===== config.mk =====
export PLATFORM = sky130hd
export DESIGN_NAME = m_wbuart
export DESIGN_NICKNAME = d
export VERILOG_FILES = /design/src/rtl/m_wbuart.sv
export SDC_FILE = /design/constraint.sdc
export NUM_CORES = 1
export LEC_CHECK = 0
export CAP_MARGIN = 20
export CORE_MARGIN = 5
export CORE_UTILIZATION = 55
export CTS_BUF_LIST = sky130_fd_sc_hd__clkbuf_2
export DETAILED_ROUTE_END_ITERATION = 7
export DONT_BUFFER_PORTS = 1
export PLACE_DENSITY = 0.7
export SLEW_MARGIN = 20
export SYNTH_ARGS = -nofsm -noshare
export SYNTH_HDL_FRONTEND = slang
export SYNTH_SLANG_ARGS = --single-unit

===== constraint.sdc =====
create_clock -name CLK_I -period 10.45 [get_ports CLK_I]
set_input_delay 1.5675 -clock CLK_I [delete_from_list [all_inputs] [get_ports CLK_I]]
set_output_delay 1.5675 -clock CLK_I [all_outputs]
set_load 0.01 [all_outputs]

===== src/rtl/m_wbuart.sv =====
// m_wbuart: Wishbone classic UART slave (8N1, LSB first), programmable bit divisor, clamped to >= 4.
// Bus is zero-wait-state (ACK_O = STB_I); TX frame is 10*div cycles; an RX byte is ready ~9.5*div after its start edge.
// DATA writes while TX is busy are dropped; RX pushes into full storage set ovr. Macro WBUART_RXFIFO_EN selects a 4-deep RX FIFO.
module m_wbuart #(
  parameter int DIVWIDTH   = 16,
  parameter int DEFAULTDIV = 104
) (
  input  logic        CLK_I,
  input  logic        RST_I,
  input  logic        STB_I,
  input  logic        WE_I,
  input  logic        ADR_I,
  input  logic [3:0]  SEL_I,
  input  logic [31:0] DAT_I,
  output logic [31:0] DAT_O,
  output logic        ACK_O,
  input  logic        usartRX,
  output logic        usartTX,
  output logic        rxirq
);

  localparam logic [DIVWIDTH-1:0] MINDIV = DIVWIDTH'(4);

  typedef enum logic {TX_IDLE, TX_SHIFT} tx_state_t;
  typedef enum logic [1:0] {RX_IDLE, RX_START, RX_DATA, RX_STOP} rx_state_t;

  // Bus decode
  logic wr_data, wr_ctrl, rd_data;
  assign wr_data = STB_I & WE_I & ~ADR_I & SEL_I[0];
  assign wr_ctrl = STB_I & WE_I & ADR_I;
  assign rd_data = STB_I & ~WE_I & ~ADR_I;
  assign ACK_O   = STB_I;

  // Divisor register and its clamped view used at frame start
  logic [DIVWIDTH-1:0] divisor_q, eff_div;
  assign eff_div = (divisor_q < MINDIV) ? MINDIV : divisor_q;

  // Divisor loads only when both upper byte lanes are selected
  always_ff @(posedge CLK_I or posedge RST_I) begin
    if (RST_I) divisor_q <= DIVWIDTH'(DEFAULTDIV);
    else if (wr_ctrl & SEL_I[3] & SEL_I[2]) divisor_q <= DAT_I[16 +: DIVWIDTH];
  end

  // ---------------- TX ----------------
  tx_state_t           tx_state_q;
  logic [9:0]          tx_sh_q;
  logic [3:0]          tx_bit_q;
  logic [DIVWIDTH-1:0] tx_cnt_q, tx_div_q;
  logic                tx_q;
  logic                txbusy, tx_done, tx_load;

  // tx_done marks the cycle after the stop bit completes; a write there starts the next frame back-to-back
  assign txbusy  = (tx_state_q != TX_IDLE);
  assign tx_done = (tx_state_q == TX_SHIFT) && (tx_bit_q == 4'd10);
  assign tx_load = wr_data & (~txbusy | tx_done);
  assign usartTX = tx_q;

  // TX FSM: the line register follows the shift LSB one cycle behind, so the start bit appears the edge after the write
  always_ff @(posedge CLK_I or posedge RST_I) begin
    if (RST_I) begin
      tx_state_q <= TX_IDLE;
      tx_sh_q    <= '1;
      tx_bit_q   <= '0;
      tx_cnt_q   <= '0;
      tx_div_q   <= MINDIV;
      tx_q       <= 1'b1;
    end else begin
      tx_q <= (tx_state_q == TX_SHIFT) ? tx_sh_q[0] : 1'b1;
      if (tx_load) begin
        tx_state_q <= TX_SHIFT;
        tx_sh_q    <= {1'b1, DAT_I[7:0], 1'b0};
        tx_bit_q   <= '0;
        tx_cnt_q   <= '0;
        tx_div_q   <= eff_div;
      end else if (tx_state_q == TX_SHIFT) begin
        if (tx_done) begin
          tx_state_q <= TX_IDLE;
        end else if (tx_cnt_q == tx_div_q - DIVWIDTH'(1)) begin
          tx_cnt_q <= '0;
          tx_sh_q  <= {1'b1, tx_sh_q[9:1]};
          tx_bit_q <= tx_bit_q + 4'd1;
        end else begin
          tx_cnt_q <= tx_cnt_q + DIVWIDTH'(1);
        end
      end
    end
  end

  // ---------------- RX ----------------
  logic rx_s1_q, rx_s2_q, rx_prev_q, rx_fall;
  assign rx_fall = rx_prev_q & ~rx_s2_q;

  // Two-stage synchronizer plus one history stage for falling-edge detection; idles high
  always_ff @(posedge CLK_I or posedge RST_I) begin
    if (RST_I) begin
      rx_s1_q   <= 1'b1;
      rx_s2_q   <= 1'b1;
      rx_prev_q <= 1'b1;
    end else begin
      rx_s1_q   <= usartRX;
      rx_s2_q   <= rx_s1_q;
      rx_prev_q <= rx_s2_q;
    end
  end

  rx_state_t           rx_state_q;
  logic [DIVWIDTH-1:0] rx_cnt_q, rx_div_q;
  logic [2:0]          rx_bit_q;
  logic [7:0]          rx_sh_q;
  logic                rx_tick, rx_push, rx_ferr_set;

  // Half a bit to the start-bit centre, then a full bit between samples
  assign rx_tick = (rx_state_q == RX_START) ? (rx_cnt_q == (rx_div_q >> 1) - DIVWIDTH'(1))
                                            : (rx_cnt_q == rx_div_q - DIVWIDTH'(1));
  assign rx_push     = (rx_state_q == RX_STOP) & rx_tick & rx_s2_q;
  assign rx_ferr_set = (rx_state_q == RX_STOP) & rx_tick & ~rx_s2_q;

  // RX FSM: start-bit qualify, eight LSB-first data samples, stop check
  always_ff @(posedge CLK_I or posedge RST_I) begin
    if (RST_I) begin
      rx_state_q <= RX_IDLE;
      rx_cnt_q   <= '0;
      rx_div_q   <= MINDIV;
      rx_bit_q   <= '0;
      rx_sh_q    <= '0;
    end else begin
      case (rx_state_q)
        RX_IDLE: begin
          if (rx_fall) begin
            rx_state_q <= RX_START;
            rx_cnt_q   <= '0;
            rx_div_q   <= eff_div;
          end
        end
        RX_START: begin
          if (rx_tick) begin
            rx_cnt_q <= '0;
            if (rx_s2_q) begin
              rx_state_q <= RX_IDLE;
            end else begin
              rx_state_q <= RX_DATA;
              rx_bit_q   <= '0;
            end
          end else begin
            rx_cnt_q <= rx_cnt_q + DIVWIDTH'(1);
          end
        end
        RX_DATA: begin
          if (rx_tick) begin
            rx_cnt_q <= '0;
            rx_sh_q  <= {rx_s2_q, rx_sh_q[7:1]};
            rx_bit_q <= rx_bit_q + 3'd1;
            if (rx_bit_q == 3'd7) rx_state_q <= RX_STOP;
          end else begin
            rx_cnt_q <= rx_cnt_q + DIVWIDTH'(1);
          end
        end
        RX_STOP: begin
          if (rx_tick) rx_state_q <= RX_IDLE;
          else         rx_cnt_q   <= rx_cnt_q + DIVWIDTH'(1);
        end
        default: rx_state_q <= RX_IDLE;
      endcase
    end
  end

  // ---------------- RX storage ----------------
  logic       rx_pop, rx_full, rx_push_ok, ovr_set, rxvalid;
  logic [7:0] rx_head;
  logic [2:0] rx_level;

  // A pop in the same cycle frees the slot, so push-with-pop never overruns
  assign rx_pop     = rd_data & rxvalid;
  assign rx_push_ok = rx_push & (~rx_full | rx_pop);
  assign ovr_set    = rx_push & ~rx_push_ok;

`ifdef WBUART_RXFIFO_EN
  logic [7:0] fifo_q [4];
  logic [1:0] wp_q, rp_q;
  logic [2:0] cnt_q, cnt_d;

  assign rx_full  = (cnt_q == 3'd4);
  assign rxvalid  = (cnt_q != 3'd0);
  assign rx_head  = fifo_q[rp_q];
  assign rx_level = cnt_q;

  // Occupancy next-state from the push/pop pair
  always_comb begin
    cnt_d = cnt_q;
    case ({rx_push_ok, rx_pop})
      2'b10:   cnt_d = cnt_q + 3'd1;
      2'b01:   cnt_d = cnt_q - 3'd1;
      default: cnt_d = cnt_q;
    endcase
  end

  // Circular buffer with wrapping 2-bit pointers
  always_ff @(posedge CLK_I or posedge RST_I) begin
    if (RST_I) begin
      for (int i = 0; i < 4; i++) fifo_q[i] <= '0;
      wp_q  <= '0;
      rp_q  <= '0;
      cnt_q <= '0;
    end else begin
      if (rx_push_ok) begin
        fifo_q[wp_q] <= rx_sh_q;
        wp_q         <= wp_q + 2'd1;
      end
      if (rx_pop) rp_q <= rp_q + 2'd1;
      cnt_q <= cnt_d;
    end
  end
`else
  logic [7:0] hold_q;
  logic       hold_vld_q;

  assign rx_full  = hold_vld_q;
  assign rxvalid  = hold_vld_q;
  assign rx_head  = hold_q;
  assign rx_level = 3'd0;

  // Single holding register; a push replaces a byte being popped in the same cycle
  always_ff @(posedge CLK_I or posedge RST_I) begin
    if (RST_I) begin
      hold_q     <= '0;
      hold_vld_q <= 1'b0;
    end else if (rx_push_ok) begin
      hold_q     <= rx_sh_q;
      hold_vld_q <= 1'b1;
    end else if (rx_pop) begin
      hold_vld_q <= 1'b0;
    end
  end
`endif

  assign rxirq = rxvalid;

  // Sticky error flags, write-1-to-clear; a new error in the clear cycle wins
  logic ferr_q, ovr_q;
  always_ff @(posedge CLK_I or posedge RST_I) begin
    if (RST_I) begin
      ferr_q <= 1'b0;
      ovr_q  <= 1'b0;
    end else begin
      ferr_q <= rx_ferr_set | (ferr_q & ~(wr_ctrl & SEL_I[0] & DAT_I[2]));
      ovr_q  <= ovr_set     | (ovr_q  & ~(wr_ctrl & SEL_I[0] & DAT_I[3]));
    end
  end

  // Read mux; zero when unselected because the top ORs slaves together
  always_comb begin
    DAT_O = 32'd0;
    if (STB_I) begin
      if (ADR_I) DAT_O = {16'(divisor_q), 9'd0, rx_level, ovr_q, ferr_q, rxvalid, txbusy};
      else if (rxvalid) DAT_O = {23'd0, 1'b1, rx_head};
    end
  end

  logic unused_ok;
  assign unused_ok = &{1'b0, SEL_I[1], DAT_I[15:8]};

endmodule


==> flow_summary.ini, run 1 <==
[outcome]
status = complete, no violations

[worst_setup_path]
end_kind = flop
start_kind = flop
cp_max_fo = 36
criticalPathCategory = flop to flop
cp.arrival_ns = 5.39
cp.required_ns = 11.02

[placed_design]
dp_hpwl_um = 12000
dpl_cell_area_sq_um = 7330
port_buffers = 0
gp_congestion = 0.896
place_ws_ns = 5.68

[synthesis]
async_reset_ff_frac = 1.00
synth-seq-cells = 122
synth_cell_types = 79
syn_avg_cell_area_sq_um = 9.66
seq_area_frac_synth = 0.422
syn-cell-area_sq_um = 7280
synthCells = 754
synth_edf_count = 0
yosysWarningCount = 0
synth-main-ff-cell = dfrtp_1

[layout]
layout.nets = 793
antenna_cells = 0
drive_gt1_frac = 0.148
area_delta_synth_final_pct = 3.26
final_area_sq_um = 7520

[power]
swShare = 0.399
seq_power_share = 0.433
power_switching_mw = 0.574
p_per_area_nw_per_um2 = 191
pwr-share-clk = 0.182
intPower_mw = 0.863
combPwrFrac = 0.384
peakVddDrop_v = 0.000129
cellLeakagePower_nw = 3.38
power.total_mw = 1.44

[timing]
hold_viol = 0
finalSetupViolCount = 0
slew_viol_final = 0
rsz0062_at_grt = false
worst-slew-pin-transition_ns = 0.951
fmax_mhz = 207
slew_headroom = 0.366
finalCriticalPeriod_ns = 4.83
fin_ws_ns = 5.62
setup_tns_ns = 0
finalCritPeriodShare = 0.462
skew_ns = 0.0251

[route]
drt_iter0_drc = 450
num_vias = 5586
firstDrtPassIters = 8
viasPerCell = 6.03
wl_per_cell_um = 17.7
drc_errors = 0
antenna_left = 0
drt_wl_total_um = 16400

[cts]
cts_buffers = 17
cts_buffer_depth = 2
holdBufCountCts = 0
root_buffer = clkbuf_2
cts.sinks = 122
postCtsSetupBuffers = 0
cts_tree = yes
ctsResizeCount = 0
cts.htree.levels = 4
clk_latency_ns = 0.68
clkTransAtPathRegs_ns = 0.19

[floorplan]
num_rows = 42
die_area_sq_um = 15600
core_area_sq_um = 13100
die_x_um = 125
start_util = 0.554
chipHeight_um = 125
io_pins = 77

[run]
max_cap_viol_count = 0

[global_route]
antenna_found_initial = 0
grt_pass1_vias = 5591
grt_max_degree = 74
globalRoute.totalOverflow = 0
grt_pass1_wl_um = 27800
grt_use_total = 0.216

[min_path]
hold_path_class = flop to flop
[cell usage after synthesis (3+ instances only)]
cell / n / area [sq um]
o21ai_0: 30 / 150
or3_1: 11 / 68.8
nor4b_1: 3 / 26.3
nor2b_1: 8 / 50.1
dfrtp_1: 104 / 2600
and4_1: 5 / 43.8
nand3_1: 27 / 135
or2_1: 3 / 18.8
a311oi_1: 4 / 35.0
mux2_4: 8 / 120
xor2_1: 20 / 175
nor3_1: 10 / 50.1
nor4_2: 3 / 37.5
o211ai_1: 9 / 67.6
a21o_1: 3 / 22.5
and3_1: 27 / 169
inv_1: 35 / 131
mux2_2: 33 / 372
ha_1: 13 / 163
o21a_1: 5 / 37.5
and2_1: 9 / 56.3
o31a_1: 3 / 26.3
buf_2: 9 / 45.0
a22oi_1: 5 / 37.5
mux2i_1: 18 / 180
or4_1: 5 / 37.5
mux2_1: 9 / 101
clkbuf_1: 23 / 86.3
or2_2: 3 / 18.8
a21oi_1: 10 / 50.1
xnor2_1: 29 / 254
o31ai_1: 7 / 52.6
dfstp_2: 18 / 473
nand4_1: 15 / 93.8
buf_4: 8 / 60.1
nor2_1: 51 / 191
a22o_1: 7 / 61.3
nand2_1: 84 / 315
a31oi_1: 5 / 31.3
nand2b_1: 13 / 81.3
nor4_1: 8 / 50.1
o221ai_1: 5 / 43.8
[cell usage in the layout (no fill, tap or decap), types with 8 or more instances in the layout]
| cell type | synthesis | routed |
|---|---|---|
| and2_1 | 9 | 9 |
| mux2_1 | 9 | 9 |
| and3_1 | 27 | 27 |
| ha_1 | 13 | 13 |
| nand2b_1 | 13 | 13 |
| nor2_1 | 51 | 51 |
| o21ai_0 | 30 | 30 |
| a21oi_1 | 10 | 10 |
| nor3_1 | 10 | 10 |
| xor2_1 | 20 | 20 |
| nor4_1 | 8 | 8 |
| nand3_1 | 27 | 27 |
| dfrtp_1 | 104 | 104 |
| mux2_4 | 8 | 8 |
| clkbuf_2 | 0 | 23 |
| or3_1 | 11 | 11 |
| dfstp_2 | 18 | 18 |
| inv_1 | 35 | 34 |
| nand2_1 | 84 | 84 |
| mux2i_1 | 18 | 18 |
| nand4_1 | 15 | 15 |
| nor2b_1 | 8 | 8 |
| o211ai_1 | 9 | 9 |
| xnor2_1 | 29 | 29 |
| mux2_2 | 33 | 33 |
[through the flow]
stage                     utilization  hold slack, ns  std cells
after floorplan                     -           0.345        760
after global placement          0.558           0.351        895
after detailed placement        0.558           0.349        895
after CTS                       0.572           0.350        927
after global routing            0.572           0.362        927
final                           0.572           0.350        927
[path summary, 6_finish.rpt]
| kind | startpoint | to | slack, ns | cells after the start |
|---|---|---|---|---|
| max reg2reg | flop | hold_q[0] | 5.62 | 13 |
| min | rx_s1_q | rx_s2_q | 0.35 | 0 |
| min reg2reg | rx_s1_q | rx_s2_q | 0.35 | 0 |
| max | flop | hold_q[0] | 5.62 | 13 |
| min in group asynchronous | RST_I | rx_div_q[9] | 0.82 | 1 |
| max in group asynchronous | RST_I | tx_bit_q[0] | 8.29 | 2 |
[per-layer routing]
metal / part of all wire / global-route usage / vias up / wire length, um
met5: 0 / 0 / - / 0
met4: 0.013 / 0.0587 / 0 / 211
met3: 0.058 / 0.0550 / 22 / 951
met2: 0.48 / 0.356 / 161 / 7900
met1: 0.45 / 0.284 / 2739 / 7340
li1: - / - / 2664 / -
[power groups by stage]
stage / registers [mW] / clock network, mW / logic [mW]
after floorplan: 0.587 / 0 / 0.478
after global placement: 0.622 / 0 / 0.530
after detailed placement: 0.629 / 0 / 0.549
after CTS: 0.619 / 0.270 / 0.553
after global routing: 0.632 / 0.295 / 0.616
final: 0.622 / 0.262 / 0.552
[area by class of cell]
class,count,area (sq um)
Inverter,35,134
Sequential cell,122,3080
Timing Repair Buffer,3,22.5
Fill cell,1230,5620
Multi-Input combinational cell,559,3880
Clock inverter,9,76.3
Clock buffer,23,115
Tap cell,176,220
[registers in the layout, summed over array words and instances, names as in the netlist, 3 cells and up, named ones only]
name / count
divisor_q: 16
rx_bit_q: 3
tx_cnt_q: 16
tx_sh_q: 9
hold_q: 8
tx_div_q: 16
rx_div_q: 16
rx_sh_q: 8
rx_cnt_q: 16
tx_bit_q: 4
[cell families (layout without fill, tap and decap cells)]
family	after synthesis	count (layout)	synth area share
AOI/OAI and AO/OA	120	120	0.119
buffers and inverters	79	70	0.0485
DFF	122	122	0.422
and+or+nand+nor	302	302	0.222
adders and majority gates	13	13	0.0223
xor gates and xnor gates	49	49	0.0589
muxes	68	68	0.106
other	1	7	0.000515
[worst max-delay path, cell delays in order, from the launching register on]
cell and delay (ns):
dfrtp_1 0.45, inv_1 0.13, ha_1 0.25, buf_4 0.40
mux2i_1 0.34, ha_1 0.24, nand2b_1 0.13, nor4_2 0.39
a311oi_1 0.23, o31ai_1 0.36, o31a_2 0.23, nand4_2 0.44
or3_1 0.76, mux2_4 0.37
No activity file was read; power rests on OpenSTA's default activity.
==> inputs of run 2 (changes only) <==
PLACE_DENSITY = 0.73   (was 0.7)
clock period = 3.9 ns   (was 10.45 ns; I/O delays follow)
==> flow_summary.ini, run 2 (same netlist as run 1, synthesis figures left out) <==
[outcome]
status = complete, no violations

[worst_setup_path]
slowest_delay_ns = 0.57
crit_chain = inv_1 -> ha_4 -> buf_4 -> a2111o_1 -> or4_4 -> o21ai_1 -> nand3_1 -> nor4_4 -> nand4_2 -> or3_4 -> mux2_4
crit_family = simple AND/OR/NAND/NOR gates
cp_max_fo = 13
criticalPathCategory = flop to flop
cp_num_buf_inv = 2
start_kind = flop
slowest_stage = or4_4
cp.required_ns = 4.51
r2r_cells = 11
end_kind = flop
rrSetupSlack_ns = 0.21
reg2reg_to = hold_q[7]
cp.arrival_ns = 4.30

[layout]
final_common_cell = dfrtp_1
fin_cells = 962
layout.nets = 827
final_cell_mix = dfrtp_1, nand2_1, nor2_1
drive_gt1_frac = 0.162
fin_util = 0.607
area_delta_synth_final_pct = 9.59

[min_path]
whs_endpoint = ovr_q
min_path_cells = 3
hold_start = WE_I
hold_path_class = primary input to flop

[timing]
hold_viol = 0
skew_ns = 0.0403
fmax_mhz = 271
slew_viol_final = 0
finalCriticalPeriod_ns = 3.69
slew_headroom = 0.383
setup_tns_ns = 0
finalSetupViolCount = 0
worst-slew-pin-transition_ns = 0.925
finalCritPeriodShare = 0.945
rsz0062_at_grt = false
hold_ws_ns = 0.0545

[placed_design]
post-place-cells = 904
port_buffers = 0
dp_hpwl_um = 12500
gp_congestion = 0.923

[route]
firstDrtPassIters = 7
antenna_left = 0
viasPerCell = 6.05
drt_iter0_drc = 404
drt_wl_total_um = 17500
wl_per_cell_um = 18.2
num_vias = 5818
drc_errors = 0

[global_route]
grt_pass1_wl_um = 28900
grt_max_degree = 78
grt_pass1_vias = 5797
grt_use_total = 0.228
antenna_found_initial = 2
globalRoute.totalOverflow = 0

[cts]
cts_buffer_depth = 2
clk_latency_ns = 0.73
root_buffer = clkbuf_2
postCtsSetupBuffers = 0
cts_buffers = 17
clkTransAtPathRegs_ns = 0.20
cts_tree = yes
cts.htree.levels = 4
cts.sinks = 122

[power]
intPower_mw = 2.52
swShare = 0.398
cellLeakagePower_nw = 3.56
pwr-share-clk = 0.211
p_per_area_nw_per_um2 = 524
power.total_mw = 4.18
seq_power_share = 0.401
combPwrFrac = 0.388
peakVddDrop_v = 0.000412
power_switching_mw = 1.67

[floorplan]
io_pins = 77
start_util = 0.554
chipHeight_um = 125
die_area_sq_um = 15600
die_x_um = 125
core_area_sq_um = 13100
num_rows = 42

[run]
max_cap_viol_count = 0
==> run 2: layout make-up <==
| class | instances | area [sq um] |
|---|---|---|
| clock inverters | 14 | 173 |
| flip-flops and latches | 122 | 3080 |
| repair buffers | 37 | 367 |
| well taps | 176 | 220 |
| fillers | 1137 | 5160 |
| multi-input cells | 559 | 3920 |
| diodes | 1 | 2.50 |
| clock buffers | 18 | 90.1 |
| inverters | 35 | 134 |
==> run 2: worst reg2reg max path: stages (launching register included) <==
cell,delay (ns)
dfrtp_1,0.38
inv_1,0.09
ha_4,0.21
buf_4,0.19
a2111o_1,0.52
or4_4,0.57
o21ai_1,0.18
nand3_1,0.15
nor4_4,0.24
nand4_2,0.22
or3_4,0.51
mux2_4,0.33
==> run 2: how the worst max path moves through the flow <==
stage               start     endpoint  slack (ns)  cells past startpoint
detailed placement   flop    hold_q[0]       -0.04                     11
finish               flop    hold_q[7]        0.21                     11
floorplan            flop    hold_q[0]        0.03                     16
CTS                  flop  rx_bit_q[0]        0.11                     12
global placement     flop    hold_q[1]        0.06                     11
global route         flop    hold_q[7]        0.04                     12
==> run 2: power groups by stage <==
stage          sequential [mW]  combinational (mW)  clock, mW
3_5_place_dp              1.68                1.54          0
5_1_grt                   1.70                1.77      0.959
6_report                  1.68                1.62      0.883
4_1_cts                   1.66                1.57      0.898
3_3_place_gp              1.66                1.49          0
2_1_floorplan             1.57                1.29          0
==> run 2: layer usage <==
metal | vias to the layer above | GRT usage | share of wire
met2 | 216 | 0.372 | 0.49
met5 | - | 0 | 0
met4 | 0 | 0.0791 | 0.019
li1 | 2716 | - | -
met3 | 28 | 0.0631 | 0.067
met1 | 2858 | 0.292 | 0.43
==> run 2: timing repair <==
action / CTS / global route
gates cloned: 0 / 0
endpoints found under the hold margin: 85 / 1
hold buffers: 23 / 1
gates resized for setup: 3 / 6
pin swaps: 0 / 0
endpoints found under the setup margin: 11 / 35
==> run 2: through the flow <==
step / setup slack, ns / instance area (sq um)
global placement: 0.0578 / 7410
global route: 0.0401 / 7980
CTS: 0.106 / 7910
floorplan: 0.0302 / 7310
detailed placement: -0.0450 / 7410
finish: 0.215 / 7980
==> inputs of run 3 (changes only) <==
SLEW_MARGIN = 25   (was 20)
==> flow_summary.ini, run 3 (same netlist as run 1, synthesis figures left out) <==
[cts]
clkTransAtPathRegs_ns = 0.21
cts_buffers = 17
clk_latency_ns = 0.73
cts_tree = yes
cts.htree.levels = 4
cts_buffer_depth = 2
root_buffer = clkbuf_2
cts.sinks = 122

[run]
max_cap_viol_count = 0

[timing]
finalSetupViolCount = 0
rsz0062_at_grt = false
fmax_mhz = 271
hold_viol = 0
finalCriticalPeriod_ns = 3.69
finalCritPeriodShare = 0.946
slew_viol_final = 0
skew_ns = 0.0412
hold_ws_ns = 0.0593
worst-slew-pin-transition_ns = 0.926
slew_headroom = 0.383
fin_ws_ns = 0.211

[placed_design]
dpl_cell_area_sq_um = 7410
port_buffers = 0
dp_hpwl_um = 12500
gp_congestion = 0.923
place_ws_ns = -0.0450

[layout]
final_common_cell = dfrtp_1
final_area_sq_um = 7960
area_delta_synth_final_pct = 9.35
layout.nets = 826
drive_gt1_frac = 0.161
final_cell_mix = dfrtp_1, nand2_1, nor2_1

[route]
drt_wl_total_um = 17400
wl_per_cell_um = 18.1
num_vias = 5814
viasPerCell = 6.05
firstDrtPassIters = 5
drt_iter0_drc = 421
drc_errors = 0
antenna_left = 0

[floorplan]
num_rows = 42
io_pins = 77
die_area_sq_um = 15600
core_area_sq_um = 13100
chipHeight_um = 125
start_util = 0.554
die_x_um = 125

[power]
intPower_mw = 2.51
cellLeakagePower_nw = 3.55
p_per_area_nw_per_um2 = 525
pwr-share-clk = 0.211
peakVddDrop_v = 0.000397
combPwrFrac = 0.388
power.total_mw = 4.18
swShare = 0.399
seq_power_share = 0.401
power_switching_mw = 1.67

[global_route]
grt_max_degree = 78
grt_pass1_vias = 5797
grt_pass1_wl_um = 28900
antenna_found_initial = 2
grt_use_total = 0.228
globalRoute.totalOverflow = 0

[worst_setup_path]
cp.required_ns = 4.54
end_kind = flop
criticalPathCategory = flop to flop
cp_max_fo = 20
cp.arrival_ns = 4.33
start_kind = flop

[min_path]
hold_path_class = primary input to flop

[outcome]
status = complete, no violations
[run 3: worst paths after layout]
check,startpoint,end,slack [ns],depth (start not counted)
min in group asynchronous,RST_I,divisor_q[8],0.41,2
setup reg to reg,flop,rx_cnt_q[13],0.21,12
hold reg to reg,rx_s1_q,rx_s2_q,0.38,0
setup / recovery,flop,rx_cnt_q[13],0.21,12
max in group asynchronous,RST_I,tx_div_q[2],2.69,3
hold / removal,WE_I,ovr_q,0.06,3
[run 3: metrics by stage]
stage                      util  setup TNS [ns]  cells
after global placement    0.564               0    904
after floorplan               -               0    760
after global routing      0.606               0    961
final                     0.606               0    961
after CTS                 0.602               0    959
after detailed placement  0.564          -0.317    904
[run 3: power groups by stage]
| stage | logic, mW | clock network, mW | registers (mW) |
|---|---|---|---|
| after floorplan | 1.29 | 0 | 1.57 |
| after global placement | 1.49 | 0 | 1.66 |
| after detailed placement | 1.54 | 0 | 1.68 |
| after CTS | 1.57 | 0.898 | 1.66 |
| after global routing | 1.77 | 0.959 | 1.70 |
| final | 1.62 | 0.880 | 1.68 |
[run 3: repair_timing]
action	in CTS	in global routing
setup endpoints to repair	11	35
gates resized for setup	3	6
hold buffers	23	1
endpoints found under the hold margin	85	1
buffers inserted	0	0
[run 3: per-layer routing]
metal / up-vias / part of all wire / GRT usage
met4: 0 / 0.024 / 0.0791
met2: 212 / 0.48 / 0.372
met1: 2848 / 0.43 / 0.292
li1: 2719 / - / -
met3: 35 / 0.067 / 0.0631
met5: - / 0 / 0
[run 3: layout make-up]
class                           count  area (sq um)
Antenna cell                        1          2.50
Sequential cell                   122          3080
Tap cell                          176           220
Inverter                           35           136
Clock buffer                       18          90.1
Clock inverter                     14           173
Fill cell                        1144          5170
Timing Repair Buffer               36           347
Multi-Input combinational cell    559          3920
[run 3: critical path, stage by stage, from the launching register on]
cell      delay (ns)
dfrtp_1         0.41
inv_1           0.13
ha_4            0.22
buf_4           0.21
mux2_1          0.35
or2_1           0.35
or4b_2          0.67
nand3_1         0.10
and4bb_1        0.24
nand4_2         0.15
buf_6           0.20
o21ai_1         0.18
a221o_1         0.39
